<file path="src/rtl/rx_comb_decimation.sv">
// Polyphase decimate-by-4 FIR for the Rx path: 16-tap delay line, parallel
// constant multipliers and a 3-stage adder pipeline, one output per 4 inputs.

module rx_comb_tap #(
    parameter int                 IN_W = 11,
    parameter logic signed [IN_W-1:0] COEF = '0
) (
    input  logic                     clk,
    input  logic                     rst_n,
    input  logic                     en,
    input  logic signed [IN_W-1:0]   x,
    output logic signed [2*IN_W-1:0] p
);
    localparam int PROD_W = 2 * IN_W;
    localparam logic signed [IN_W-1:0] C = COEF;

    always_ff @(posedge clk or negedge rst_n) begin
        if (!rst_n)  p <= '0;
        else if (en) p <= PROD_W'(x) * PROD_W'(C);
    end
endmodule

module rx_comb_decimation #(
    parameter int IN_W  = 11,
    parameter int OUT_W = 23,
    parameter logic [16*IN_W-1:0] COEFFS = {11'sd4, 11'sd20, 11'sd52, 11'sd100,
                                            11'sd156, 11'sd204, 11'sd244, 11'sd284,
                                            11'sd284, 11'sd244, 11'sd204, 11'sd156,
                                            11'sd100, 11'sd52, 11'sd20, 11'sd4}
) (
    input  logic                    clk,
    input  logic                    rst_n,
    input  logic signed [IN_W-1:0]  in_comb,
    input  logic                    in_valid,
    input  logic                    ph_clr,
    output logic signed [OUT_W-1:0] out_data,
    output logic                    out_valid
);
    localparam int NTAP   = 16;
    localparam int NBR    = 4;
    localparam int PROD_W = 2 * IN_W;
    localparam int BR_W   = PROD_W + 2;
    localparam int SUM_W  = BR_W + 2;
    localparam int STAGES = 4;

    logic [NTAP-1:0][IN_W-1:0]   taps;
    logic [NTAP-1:0][PROD_W-1:0] prod;
    logic [NBR-1:0][BR_W-1:0]    br, br_nx;
    logic [SUM_W-1:0]            sum;
    logic [1:0]                  phase;
    logic                        launch;
    // [1] launched, [2] products valid, [3] branch sums valid, [4] output pulse
    logic [STAGES:1]             vld_pipe;

    assign launch    = in_valid && !ph_clr && (phase == 2'd3);
    assign out_valid = vld_pipe[STAGES];

    always_ff @(posedge clk or negedge rst_n) begin
        if (!rst_n) begin
            taps     <= '0;
            phase    <= '0;
            vld_pipe <= '0;
        end else if (ph_clr) begin
            taps     <= '0;
            phase    <= '0;
            vld_pipe <= '0;
        end else begin
            vld_pipe <= {vld_pipe[STAGES-1:1], launch};
            if (in_valid) begin
                taps  <= {taps[NTAP-2:0], in_comb};
                phase <= phase + 2'd1;
            end
        end
    end

    // h[0] sits in the MSBs of COEFFS and multiplies the newest sample
    for (genvar k = 0; k < NTAP; k++) begin : g_tap
        rx_comb_tap #(
            .IN_W (IN_W),
            .COEF (COEFFS[(NTAP-1-k)*IN_W +: IN_W])
        ) u_tap (
            .clk   (clk),
            .rst_n (rst_n),
            .en    (vld_pipe[1]),
            .x     (taps[k]),
            .p     (prod[k])
        );
    end

    always_comb begin
        br_nx = '0;
        for (int b = 0; b < NBR; b++) begin
            br_nx[b] = BR_W'($signed(prod[4*b]))   + BR_W'($signed(prod[4*b+1]))
                     + BR_W'($signed(prod[4*b+2])) + BR_W'($signed(prod[4*b+3]));
        end
    end

    always_comb begin
        sum = '0;
        for (int b = 0; b < NBR; b++) sum = sum + SUM_W'($signed(br[b]));
    end

    always_ff @(posedge clk or negedge rst_n) begin
        if (!rst_n) begin
            br       <= '0;
            out_data <= '0;
        end else begin
            if (vld_pipe[2])            br       <= br_nx;
            if (vld_pipe[3] && !ph_clr) out_data <= sum[OUT_W-1:0];
        end
    end
endmodule

</file>
<file path="config.mk">
export PLATFORM = sky130hd
export DESIGN_NAME = rx_comb_decimation
export DESIGN_NICKNAME = d
export VERILOG_FILES = /design/src/rtl/rx_comb_decimation.sv
export SDC_FILE = /design/constraint.sdc
export NUM_CORES = 2
export LEC_CHECK = 0
export CAP_MARGIN = 10
export CELL_PAD_IN_SITES_DETAIL_PLACEMENT = 1
export CELL_PAD_IN_SITES_GLOBAL_PLACEMENT = 1
export CORE_ASPECT_RATIO = 0.7
export CORE_UTILIZATION = 30
export CTS_CLUSTER_SIZE = 8
export DETAILED_ROUTE_END_ITERATION = 12
export PLACE_DENSITY = 0.61
export SYNTH_ARGS = -nofsm -noshare
export SYNTH_HDL_FRONTEND = slang
export SYNTH_SLANG_ARGS = --single-unit
export TNS_END_PERCENT = 10
</file>
<file path="constraint.sdc">
create_clock -name clk -period 5.1 [get_ports clk]
set_clock_uncertainty 0.05 [all_clocks]
set_input_delay 0.51 -clock clk [delete_from_list [all_inputs] [get_ports clk]]
set_output_delay 0.51 -clock clk [all_outputs]
set_load 0.005 [all_outputs]
</file>
==> results by group <==
Critical path
  – Worst Setup End Kind: flop
  – Class of the most critical setup path: reg2reg
  – Worst path required time: 5580 ps
  – CP bufs+invs: 4
  – Element type at the critical path start: flop
  – Ordered list of cells on the worst path: ha_1 > inv_1 > fa_1 > inv_1 > ha_1 > inv_1 > fa_1 > inv_1 > ha_1 > o21a_1 > nor3b_1 > a221oi_1 > o21ai_1 > o31ai_1 > xor2_1 > mux2_2
  – Most prevalent standard cell on the critical path: sky130_fd_sc_hd__inv_1
  – Highest cell delay on the worst timing path: 550 ps
  – Maximum fanout along the worst path: 5
  – Worst path top cell family by delay: adder cells
  – CP Data Arrival Time: 5130 ps
  – Slowest cell on the critical path: sky130_fd_sc_hd__a221oi_1

Timing
  – Total negative slack: 0 ps
  – RSZ-0062 raised after global routing: false
  – Worst rel slew slack: 26.5%
  – Final Hold Viols: 0
  – Final critical-path required period: 4650 ps
  – Final Hold Slack: 302 ps
  – Achievable frequency: 0.215 GHz
  – Min setup slack post-route: 452 ps
  – Number of setup violations in the final report: 0
  – Final period utilization: 91.1%
  – Total count of max-transition violations in the final report: 0
  – Worst Max-Slew Pin Slew: 1100 ps

Route
  – Routed len/inst: 18.0 um
  – Drt initial violations: 1812
  – Routed Wire Length: 125000 um
  – Post-detailed-route DRC marker count: 0
  – Pre-Repair DR Iteration Count: 5
  – Via density per instance: 4.76
  – Total via count after detailed routing: 32900
  – DRT antenna net count: 0

Logic synthesis
  – Largest family of logic cells by synthesized area: adder cells
  – Flop and latch count out of synthesis: 547
  – Unique cell type count in the Yosys netlist: 80
  – Cell Area, Synth: 47300 um^2
  – Simple logic cell fraction of the synthesized area: 7.54%
  – Share of synthesized flip-flops with an asynchronous set or reset: 100%
  – Synth Area in Adders: 32.0%
  – Register area share after synthesis: 29.0%
  – Post-synth EDFFs: 0
  – Yosys synthesis warning count: 0
  – Post-Syn Instances: 4785
  – Dominant synthesized flop cell: sky130_fd_sc_hd__dfrtp_1
  – Parity-gate share of the synthesized area counting xor and xnor cells: 4.37%
  – Compound-gate portion of the synthesized area: 11.4%
  – Share of cell area taken by muxes after synthesis: 7.25%
  – Mean instance size in the synthesized netlist: 9.88 um^2

Placement
  – Port buffer count: 36
  – Post-Place Worst Slack: 537 ps
  – Placer's final routability congestion estimate: 0.836
  – Number of cells in the design after placement: 6815
  – HPWL Detailed: 96100 um
  – Placed cell areas: 50100 um^2

CTS
  – Buffers inserted by post-CTS timing repair: 0
  – CTS Root Buffer Type: sky130_fd_sc_hd__clkbuf_16
  – # H-tree levels: 3
  – TritonCTS clock tree: yes
  – Clock-pin slew on the worst setup and hold paths: 50 ps
  – CTS Buffer Depth: 3
  – Total CTS buffers: 79
  – Resized Gates After CTS: 0
  – Clock latency on the worst-skew pair: 680 ps
  – Clock sink total: 547

Min path
  – Worst min path class: in2reg

Cells and area
  – Share of cells above drive strength 1: 5.58%
  – Net total in the final layout: 5796
  – Post-Layout Inst Area: 52200 um^2
  – Number of diodes: 0
  – Number of filler instances in the final layout: 17800
  – Area added between synthesis and finish: 10.6%
  – Non-filler cells in the finished layout: 6911
  – Storage cell area: 13700 um^2
  – Area taken by multi-input logic gates: 29600 um^2

Global route
  – Pin count of the biggest net entering global routing: 223
  – First-pass GRT wire length: 204000 um
  – Global router's overall resource usage: 16.1%
  – Grt total ovfl: 0
  – Vias in the first global route: 35100
  – Number of antenna violations at the first check in global routing: 2

Die
  – Initial Utilization: 30.3%
  – Area of the die: 159000 um^2
  – I/O pin total: 39
  – DIE WIDTH: 476 um
  – Floorplan die height: 334 um
  – Total core area: 156000 um^2
  – Number of rows created at floorplan: 121

Power and ir drop
  – Leakage component of the power: 27.6 nW
  – Power Dens Cells: 218 nW/um^2
  – Peak supply drop: 215 uV

Run
  – Maximum Capacitance Violations: 0

Outcome
  – Result of the run: finished clean
==> state kept, by name, summed over array words and instances, names as in the netlist <==
signal,flops
out_data,21
br,80
vld_pipe,4
taps,176
g_tap.u_tap.p,264
phase,2
==> what timing repair did <==
item / in CTS / in global routing
setup endpoints to repair: 0 / 0
hold endpoints to repair: 83 / 0
hold buffers: 1 / 0
==> synthesized netlist by cell type, types with 6 or more instances <==
master                     instances  area share, %
sky130_fd_sc_hd__a211o_1          13           0.24
sky130_fd_sc_hd__a211oi_1         30           0.48
sky130_fd_sc_hd__a21o_1           97            1.5
sky130_fd_sc_hd__a21oi_1         206            2.2
sky130_fd_sc_hd__a31o_2            8           0.15
sky130_fd_sc_hd__a31oi_1          28           0.37
sky130_fd_sc_hd__and3_1           11           0.15
sky130_fd_sc_hd__buf_1            27           0.21
sky130_fd_sc_hd__clkbuf_1         92           0.73
sky130_fd_sc_hd__dfrtp_1         547             29
sky130_fd_sc_hd__fa_1            391             17
sky130_fd_sc_hd__ha_1            584             15
sky130_fd_sc_hd__inv_1           929            7.4
sky130_fd_sc_hd__mux2_2          112            2.7
sky130_fd_sc_hd__mux2i_1         215            4.6
sky130_fd_sc_hd__nand2_1         252            2.0
sky130_fd_sc_hd__nand2b_1         19           0.25
sky130_fd_sc_hd__nand3_1          39           0.41
sky130_fd_sc_hd__nand3b_1         18           0.29
sky130_fd_sc_hd__nand4_1          17           0.23
sky130_fd_sc_hd__nand4b_1          7           0.13
sky130_fd_sc_hd__nor2_1          314            2.5
sky130_fd_sc_hd__nor2b_1          12           0.16
sky130_fd_sc_hd__nor3_1           38           0.40
sky130_fd_sc_hd__nor3b_1           8           0.13
sky130_fd_sc_hd__nor4_1            7          0.093
sky130_fd_sc_hd__nor4b_1           6           0.11
sky130_fd_sc_hd__o211ai_1         28           0.44
sky130_fd_sc_hd__o21a_1           42           0.67
sky130_fd_sc_hd__o21ai_0         238            2.5
sky130_fd_sc_hd__o21ai_1          11           0.12
sky130_fd_sc_hd__o21bai_1         32           0.51
sky130_fd_sc_hd__o22ai_1          10           0.13
sky130_fd_sc_hd__o311ai_0          7           0.13
sky130_fd_sc_hd__o31ai_1          27           0.43
sky130_fd_sc_hd__or2_2             6          0.079
sky130_fd_sc_hd__or3_1            24           0.32
sky130_fd_sc_hd__xnor2_1         157            2.9
sky130_fd_sc_hd__xor2_1           79            1.5
==> worst paths after layout <==
path / startpoint / end / slack [ps] / cells after the start
worst max-delay path: taps[58] / g_tap[5].u_tap.p[19] / 450 / 16
worst min-delay path: ph_clr / taps[166] / 300 / 2
worst max register to register: taps[58] / g_tap[5].u_tap.p[19] / 450 / 16
worst min register to register: out_data[4] / out_data[4] / 430 / 2
max in group asynchronous: rst_n / g_tap[9].u_tap.p[18] / 3320 / 3
min in group asynchronous: rst_n / taps[147] / 420 / 2
==> cell type report <==
type	count	share of cell area [%]
Timing Repair Buffer	61	1.24
Multi-Input combinational cell	3185	56.7
Tap cell	2091	5.01
Clock buffer	90	3.98
Inverter	932	6.70
Clock inverter	5	0.187
Sequential cell	547	26.2
==> where the power goes <==
part	internal (mW)	switching, mW
clock	2.85	2.11
combinational	0.671	1.07
sequential	4.51	0.158
total	8.03	3.34
==> per-stage QoR <==
stage	utilization [%]	power (mW)
6_report	33.5	11.4
4_1_cts	33.5	11.6
3_5_place_dp	32.1	6.49
3_3_place_gp	32.1	6.46
5_1_grt	33.5	12.0
2_1_floorplan	-	5.88
==> routing by layer <==
layer | vias up | global-route usage [%] | share of wire, %
li1 | 15700 | - | -
met1 | 16700 | 25.5 | 55
met2 | 346 | 22.7 | 40
met3 | 126 | 2.54 | 3.6
met4 | 2 | 3.31 | 1.8
met5 | - | 0 | 0.010
==> cells in the final DEF, fill, tap and decap left out, types with 33 or more instances in the layout <==
master                            instances
sky130_fd_sc_hd__xnor2_1                157
sky130_fd_sc_hd__fa_1                   391
sky130_fd_sc_hd__a21oi_1                206
sky130_fd_sc_hd__mux2_2                 112
sky130_fd_sc_hd__clkdlybuf4s50_1         33
sky130_fd_sc_hd__ha_1                   584
sky130_fd_sc_hd__nor3_1                  38
sky130_fd_sc_hd__mux2i_1                215
sky130_fd_sc_hd__nand2_1                252
sky130_fd_sc_hd__nor2_1                 314
sky130_fd_sc_hd__o21a_1                  42
sky130_fd_sc_hd__clkbuf_16               81
sky130_fd_sc_hd__xor2_1                  79
sky130_fd_sc_hd__dfrtp_1                545
sky130_fd_sc_hd__inv_1                  929
sky130_fd_sc_hd__nand3_1                 39
sky130_fd_sc_hd__a21o_1                  97
sky130_fd_sc_hd__o21ai_0                238
==> logic make-up (layout without fill, tap and decap cells) <==
logic type,Yosys count,count (layout)
AO/OA/AOI/OAI,847,847
multiplexers,328,328
buffers and inverters,1054,1088
AND/OR/NAND/NOR,797,797
flip-flops,547,547
XOR/XNOR,236,236
other,1,2
adder cells (fa/ha/maj),975,975
==> worst reg2reg max path, stage by stage (launching register included) <==
cell                       delay, ps
sky130_fd_sc_hd__dfrtp_1         440
sky130_fd_sc_hd__ha_1            390
sky130_fd_sc_hd__inv_1            90
sky130_fd_sc_hd__fa_1            500
sky130_fd_sc_hd__inv_1            40
sky130_fd_sc_hd__ha_1            260
sky130_fd_sc_hd__inv_1            50
sky130_fd_sc_hd__fa_1            510
sky130_fd_sc_hd__inv_1            50
sky130_fd_sc_hd__ha_1            330
sky130_fd_sc_hd__o21a_1          230
sky130_fd_sc_hd__nor3b_1         140
sky130_fd_sc_hd__a221oi_1        550
sky130_fd_sc_hd__o21ai_1         230
sky130_fd_sc_hd__o31ai_1         280
sky130_fd_sc_hd__xor2_1          100
sky130_fd_sc_hd__mux2_2          270
No activity file was read; power rests on OpenSTA's default activity.
